## src/rtl/threshold_voter_pkg.sv

```systemverilog
// Shared definitions for the serial threshold voter: FSM state encodings
// and the vote-mode constants used by the datapath and its users.
package threshold_voter_pkg;

    typedef enum logic [1:0] {
        IDLE  = 2'd0,
        COUNT = 2'd1,
        DONE  = 2'd2
    } state_e;

    localparam logic MODE_MAJ = 1'b0;  // strict majority: count > WIDTH/2
    localparam logic MODE_THR = 1'b1;  // threshold: count >= threshold

endpackage

```

## src/rtl/threshold_voter_if.sv

```systemverilog
// Valid/ready handshake bundle between producer, voter and consumer.
// The master modport is the environment (producer + consumer); the slave
// modport is the voter itself.
interface threshold_voter_if #(
    parameter int WIDTH = 16,
    parameter int CW    = $clog2(WIDTH + 1)
);
    logic             in_valid;
    logic             in_ready;
    logic [WIDTH-1:0] Data;
    logic [CW-1:0]    threshold;
    logic             mode;
    logic             out_valid;
    logic             out_ready;
    logic             Out;
    logic [CW-1:0]    count;

    modport master (
        output in_valid, Data, threshold, mode, out_ready,
        input  in_ready, out_valid, Out, count
    );

    modport slave (
        input  in_valid, Data, threshold, mode, out_ready,
        output in_ready, out_valid, Out, count
    );
endinterface

```

## src/rtl/threshold_voter_popcount_chunk.sv

```systemverilog
// Combinational population count of one CHUNK-bit slice of the word.
module popcount_chunk #(
    parameter  int CHUNK = 4,
    localparam int PW    = $clog2(CHUNK + 1)
) (
    input  logic [CHUNK-1:0] bits_i,
    output logic [PW-1:0]    ones_o
);

    // Sum the individual bits of the slice.
    always_comb begin
        ones_o = '0;
        for (int i = 0; i < CHUNK; i++) begin
            ones_o = ones_o + PW'(bits_i[i]);
        end
    end

endmodule

```

## src/rtl/threshold_voter.sv

```systemverilog
// Serial threshold/majority voter: accepts a WIDTH-bit word over a
// valid/ready handshake, counts its ones CHUNK bits per cycle and presents
// a registered count plus vote bit until the consumer takes it.
module threshold_voter
    import threshold_voter_pkg::*;
#(
    parameter  int WIDTH = 16,
    parameter  int CHUNK = 4,
    localparam int CW    = $clog2(WIDTH + 1)
) (
    input  logic clk,
    input  logic rst,
    threshold_voter_if.slave bus
);

    localparam int NCH  = WIDTH / CHUNK;
    localparam int CNTW = (NCH > 1) ? $clog2(NCH) : 1;
    localparam int PW   = $clog2(CHUNK + 1);

    localparam logic [CNTW-1:0] LAST_CHUNK = CNTW'(NCH - 1);
    localparam logic [CW-1:0]   HALF       = CW'(WIDTH / 2);

    // Parameter sanity: an uneven split would leave bits uncounted.
    generate
        if (WIDTH < 2) begin : g_bad_width
            $error("threshold_voter: WIDTH must be >= 2");
        end
        if ((WIDTH % CHUNK) != 0) begin : g_bad_chunk
            $error("threshold_voter: WIDTH must be a multiple of CHUNK");
        end
    endgenerate

    state_e            state_q;
    logic [WIDTH-1:0]  shift_q;
    logic [CW-1:0]     acc_q;
    logic [CNTW-1:0]   chunk_q;
    logic [CW-1:0]     thr_q;
    logic              mode_q;
    logic              in_ready_q;
    logic              out_valid_q;
    logic              out_q;
    logic [CW-1:0]     count_q;

    logic [PW-1:0]     pc_s;
    logic [CW-1:0]     sum_d;
    logic              vote_d;

    popcount_chunk #(.CHUNK(CHUNK)) u_popcount (
        .bits_i (shift_q[CHUNK-1:0]),
        .ones_o (pc_s)
    );

    // Running total including the current slice, and the vote it implies.
    always_comb begin
        sum_d = acc_q + CW'(pc_s);
        if (mode_q == MODE_THR) begin
            vote_d = (sum_d >= thr_q);
        end else begin
            vote_d = (sum_d > HALF);
        end
    end

    // Control FSM with the shift register, accumulator and result registers.
    always_ff @(posedge clk or posedge rst) begin
        if (rst) begin
            state_q     <= IDLE;
            shift_q     <= '0;
            acc_q       <= '0;
            chunk_q     <= '0;
            thr_q       <= '0;
            mode_q      <= MODE_MAJ;
            in_ready_q  <= 1'b0;
            out_valid_q <= 1'b0;
            out_q       <= 1'b0;
            count_q     <= '0;
        end else begin
            case (state_q)
                IDLE: begin
                    in_ready_q <= 1'b1;
                    // in_ready_q is still low on the first cycle after reset
                    if (bus.in_valid && in_ready_q) begin
                        shift_q    <= bus.Data;
                        thr_q      <= bus.threshold;
                        mode_q     <= bus.mode;
                        acc_q      <= '0;
                        chunk_q    <= '0;
                        in_ready_q <= 1'b0;
                        state_q    <= COUNT;
                    end
                end
                COUNT: begin
                    acc_q   <= sum_d;
                    shift_q <= shift_q >> CHUNK;
                    chunk_q <= chunk_q + CNTW'(1);
                    if (chunk_q == LAST_CHUNK) begin
                        count_q     <= sum_d;
                        out_q       <= vote_d;
                        out_valid_q <= 1'b1;
                        state_q     <= DONE;
                    end
                end
                DONE: begin
                    // Result stays put until the consumer takes it; the
                    // next word is accepted no earlier than the following cycle.
                    if (bus.out_ready) begin
                        out_valid_q <= 1'b0;
                        in_ready_q  <= 1'b1;
                        state_q     <= IDLE;
                    end
                end
                default: begin
                    state_q     <= IDLE;
                    in_ready_q  <= 1'b0;
                    out_valid_q <= 1'b0;
                end
            endcase
        end
    end

    assign bus.in_ready  = in_ready_q;
    assign bus.out_valid = out_valid_q;
    assign bus.Out       = out_q;
    assign bus.count     = count_q;

endmodule
```

## src/flat_wrapper.sv

```systemverilog
// flat-port wrapper written by rule: the top's interface ports become plain ports
module threshold_voter_flat import threshold_voter_pkg::*;
#(
    parameter  int WIDTH = 16,
    parameter  int CHUNK = 4,
    localparam int CW    = $clog2(WIDTH + 1)
)
  (clk, rst, bus_in_valid, bus_Data, bus_threshold, bus_mode, bus_out_ready, bus_in_ready, bus_out_valid, bus_Out, bus_count);
  threshold_voter_if #(.WIDTH(WIDTH)) bus_i ();
  input  logic clk;
  input  logic rst;
  input wire logic [$bits(bus_i.in_valid)-1:0] bus_in_valid;
  input wire logic [$bits(bus_i.Data)-1:0] bus_Data;
  input wire logic [$bits(bus_i.threshold)-1:0] bus_threshold;
  input wire logic [$bits(bus_i.mode)-1:0] bus_mode;
  input wire logic [$bits(bus_i.out_ready)-1:0] bus_out_ready;
  output wire logic [$bits(bus_i.in_ready)-1:0] bus_in_ready;
  output wire logic [$bits(bus_i.out_valid)-1:0] bus_out_valid;
  output wire logic [$bits(bus_i.Out)-1:0] bus_Out;
  output wire logic [$bits(bus_i.count)-1:0] bus_count;
  assign bus_i.in_valid = bus_in_valid;
  assign bus_i.Data = bus_Data;
  assign bus_i.threshold = bus_threshold;
  assign bus_i.mode = bus_mode;
  assign bus_i.out_ready = bus_out_ready;
  assign bus_in_ready = bus_i.in_ready;
  assign bus_out_valid = bus_i.out_valid;
  assign bus_Out = bus_i.Out;
  assign bus_count = bus_i.count;
  threshold_voter #(.WIDTH(WIDTH), .CHUNK(CHUNK)) u_core (.clk(clk), .rst(rst), .bus(bus_i));
endmodule
```

## config.mk

```make
export PLATFORM = sky130hd
export DESIGN_NAME = threshold_voter_flat
export DESIGN_NICKNAME = d
export VERILOG_FILES = /design/src/rtl/threshold_voter_pkg.sv /design/src/rtl/threshold_voter_if.sv /design/src/rtl/threshold_voter_popcount_chunk.sv /design/src/rtl/threshold_voter.sv /design/src/flat_wrapper.sv
export SDC_FILE = /design/constraint.sdc
export NUM_CORES = 1
export LEC_CHECK = 0
export ABC_AREA = 1
export CAP_MARGIN = 25
export CORE_MARGIN = 2
export CORE_UTILIZATION = 45
export CTS_BUF_LIST = sky130_fd_sc_hd__clkbuf_16
export CTS_CLUSTER_SIZE = 16
export DETAILED_ROUTE_END_ITERATION = 6
export HOLD_SLACK_MARGIN = 0.1
export PLACE_DENSITY = 0.7
export SETUP_SLACK_MARGIN = 0.1
export SYNTH_ARGS = -nofsm -noshare
export SYNTH_HDL_FRONTEND = slang
export SYNTH_SLANG_ARGS = --single-unit
```

## constraint.sdc

```tcl
create_clock -name clk -period 4.98 [get_ports clk]
set_input_delay 0.747 -clock clk [delete_from_list [all_inputs] [get_ports clk]]
set_output_delay 0.747 -clock clk [all_outputs]
set_load 0.05 [all_outputs]
```

==> impl_results.md <==
* Status: finished, final reports clean
* Overflow after GRT at 0
* Die W at 70.2 µm
* Most common cell after layout, fill and taps aside: nand2_1
* Rel. slew slack at 33.6%
* Final antenna-violating net count at 0
* Max_cap viols at 0
* NumNets Final at between 200 and 300
* Hold-fix buffers at CTS at 0
* Largest net degree at the start of global routing at 40
* Sequence of cells on the critical path: fa_1, inv_1, fa_1, inv_1, fa_1, ha_1, a21oi_1, nand2_1, nand2_1, nand2_1, nand2_1, nand2_1, nand2_1, nand2_1
* Register area share after synthesis at between 40% and 50%
* Final Hold Fails at 0
* Reg clk slew, reported paths at about 0.060 ns
* Top Family by Delay on Critical Path: adder cells
* Critical path's largest stage delay at 0.54 ns
* Max VDD drop at ~0.47 mV
* Final WL at approximately 3800 µm
* Crit end category: flop
* Area delta synth->final at 23.9%
* Most frequent cells in the layout: 53 x nand2_1, 39 x dfrtp_1, 33 x clkdlybuf4s50_1
* CP Data Arrival Time at roughly 3.0 ns
* Layout Skew at about 0.0036 ns
* Storage cell area at slightly below 0.001 mm²
* Number of remaining DRC errors at 0
* I/O Buffers at 33
* Antenna cells at 0
* Place WS at about 2.2 ns
* First-pass GRT wire length at approximately 6800 µm
* Period minus WS final at ~2.8 ns
* Synth Warn # at 0
* DR vias/cell at 4.93
* FF+latch count, synth at 39
* Cell mode on critical path: nand2_1
* Mapped Cells at 215
* Initial drt markers at just over 90
* Final worst slack at 2.15 ns
* Setup TNS at 0 ns
* Core Region at 0.00429 mm²
* Multi-input logic area at around 800 µm²
* PD cells at about 760 mW/mm²
* Post-CTS Setup Bufs at 0
* Avg WL per Cell at about 13 µm
* CP Launch Type: flop
* Final HPWL DP at 2620 µm
* Share of layout cells above drive strength 1 at a little over a tenth
* P_leak at 1.16 nW
* Unique masters post-synth at 29
* Io pins at 34
* Die height at approximately 70 µm
* Drt first pass iters at 4
* Initial Util at 45.9%
* Cts repair resizes at 0
* Via count at approximately 1.5k
* Worst-skew pair later-pin latency at 0.28 ns
* Overall Global Routing Usage at ~17%
* Placer Congestion at approximately 0.77
* Fill count at between 300 and 400
* CTS tree: done
* Worst Hold Class: flop to flop
* Vias in the first global route at about 1.5k
* CTS Root Cell: clkbuf_16
* # H-tree levels at 2
* Clock sinks at 39
* Critical path class: flop to flop
* CTS max path bufs at 2
* Buf/Inv on CP at 2
* Worst-margin pin slew at between 0.9 and 1 ns
* Die Area at ~0.0049 mm²
* Num CTS Buffers at 5
* Critical-path top delay cell: fa_1
* Cell Area, Synth at roughly 0.0020 mm²
* Syn_nets at 249
* Syn_area_per_cell at 9.16 µm²
* Initial antenna violation count at 0
* Crit share post-route at 56.8%
* Unrepaired setup endpoints after global routing: false
* Slew Limit Fails at 0
* Setup violators final at 0
* Num rows at 24
* CP Max Fanout at 2
* FMAX at between 0.3 and 0.4 GHz
* Worst EP required at just over 5 ns
## stage by stage
step | hold slack, ns | area (µm²) | total power (W) | cells | util, %
after floorplan | 0.442 | 1970 | 0.00138 | 215 | -
after global placement | 0.458 | 2300 | 0.00154 | 293 | 53.6
after detailed placement | 0.469 | 2300 | 0.00157 | 293 | 53.6
after CTS | 0.481 | 2440 | 0.00188 | 301 | 56.8
after global routing | 0.500 | 2440 | 0.00205 | 301 | 56.8
final | 0.483 | 2440 | 0.00186 | 301 | 56.8
## kinds of logic (layout without fill, tap and decap cells)
logic type	Yosys count	count (layout)	synth area share [%]
compound gates	36	36	12.9
simple gates	90	90	21.0
fa+ha+maj	8	8	6.23
buf+inv	42	76	10.3
flops	39	39	49.6
## synthesized netlist by cell type, drive strengths merged
| library cell | n | area, µm² |
|---|---|---|
| ha | 5 | 62.6 |
| nor3 | 13 | 91.3 |
| nand2 | 53 | 199 |
| a21oi | 1 | 5.00 |
| nand3 | 7 | 35.0 |
| buf | 8 | 70.1 |
| a22o | 3 | 26.3 |
| inv | 34 | 133 |
| o21ai | 17 | 85.1 |
| o211ai | 2 | 20.0 |
| fa | 3 | 60.1 |
| dfrtp | 39 | 976 |
| o22ai | 4 | 25.0 |
| a211oi | 7 | 67.6 |
| nor2 | 16 | 82.6 |
| nand4 | 1 | 6.26 |
| a31oi | 2 | 25.0 |
## final timing paths
path / end / slack [ns] / cells after the start / from
max in group asynchronous: u_core.thr_q[1] / 3.75 / 3 / rst
hold reg to reg: u_core.bus.count[0] / 0.48 / 2 / u_core.bus.count[0]
setup reg to reg: u_core.bus.Out / 2.15 / 14 / u_core.acc_q[0]
setup / recovery: u_core.bus.Out / 2.15 / 14 / u_core.acc_q[0]
min in group asynchronous: u_core.bus.out_valid / 0.89 / 3 / rst
hold / removal: u_core.bus.count[0] / 0.48 / 2 / u_core.bus.count[0]
## cell type report
class                   instances  share of cell area (%)
inverters                      34                    5.44
multi-input cells             134                    32.4
repair buffers                 34                    13.8
clock inverters                 3                   0.513
well taps                      52                    2.67
flip-flops and latches         39                    40.0
clock buffers                   5                    5.13
## report_power, final
| part | internal (W) | total (W) | switching, W |
|---|---|---|---|
| Combinational | 0.000368 | 0.000999 | 0.000631 |
| Clock | 0.000181 | 0.000298 | 0.000117 |
| Sequential | 0.000472 | 0.000563 | 0.0000910 |
| Total | 0.00102 | 0.00186 | 0.000839 |
## worst register-to-register path, delay by kind of cell, from the launching register on
kind	cells	cell delay (ns)
AO/OA/AOI/OAI	1	0.17
adder cells (fa/ha/maj)	4	1.64
buffers and inverters	2	0.15
flip-flops	1	0.40
AND/OR/NAND/NOR	7	0.38
## routing by layer
metal  global-route usage, %  part of all wire (%)
met2                    28.7                    46
met3                    4.18                   4.4
met5                       0                     0
met1                    23.0                    48
met4                    5.13                   1.2
## flip-flops by register name, summed over array words and instances, names as in the netlist
name,flops
u_core.shift_q,16
u_core.mode_q,1
u_core.state_q,2
u_core.bus.Out,1
u_core.acc_q,5
u_core.bus.in_ready,1
u_core.thr_q,5
u_core.bus.count,5
u_core.bus.out_valid,1
u_core.chunk_q,2
(Power assumes the default switching activity.)
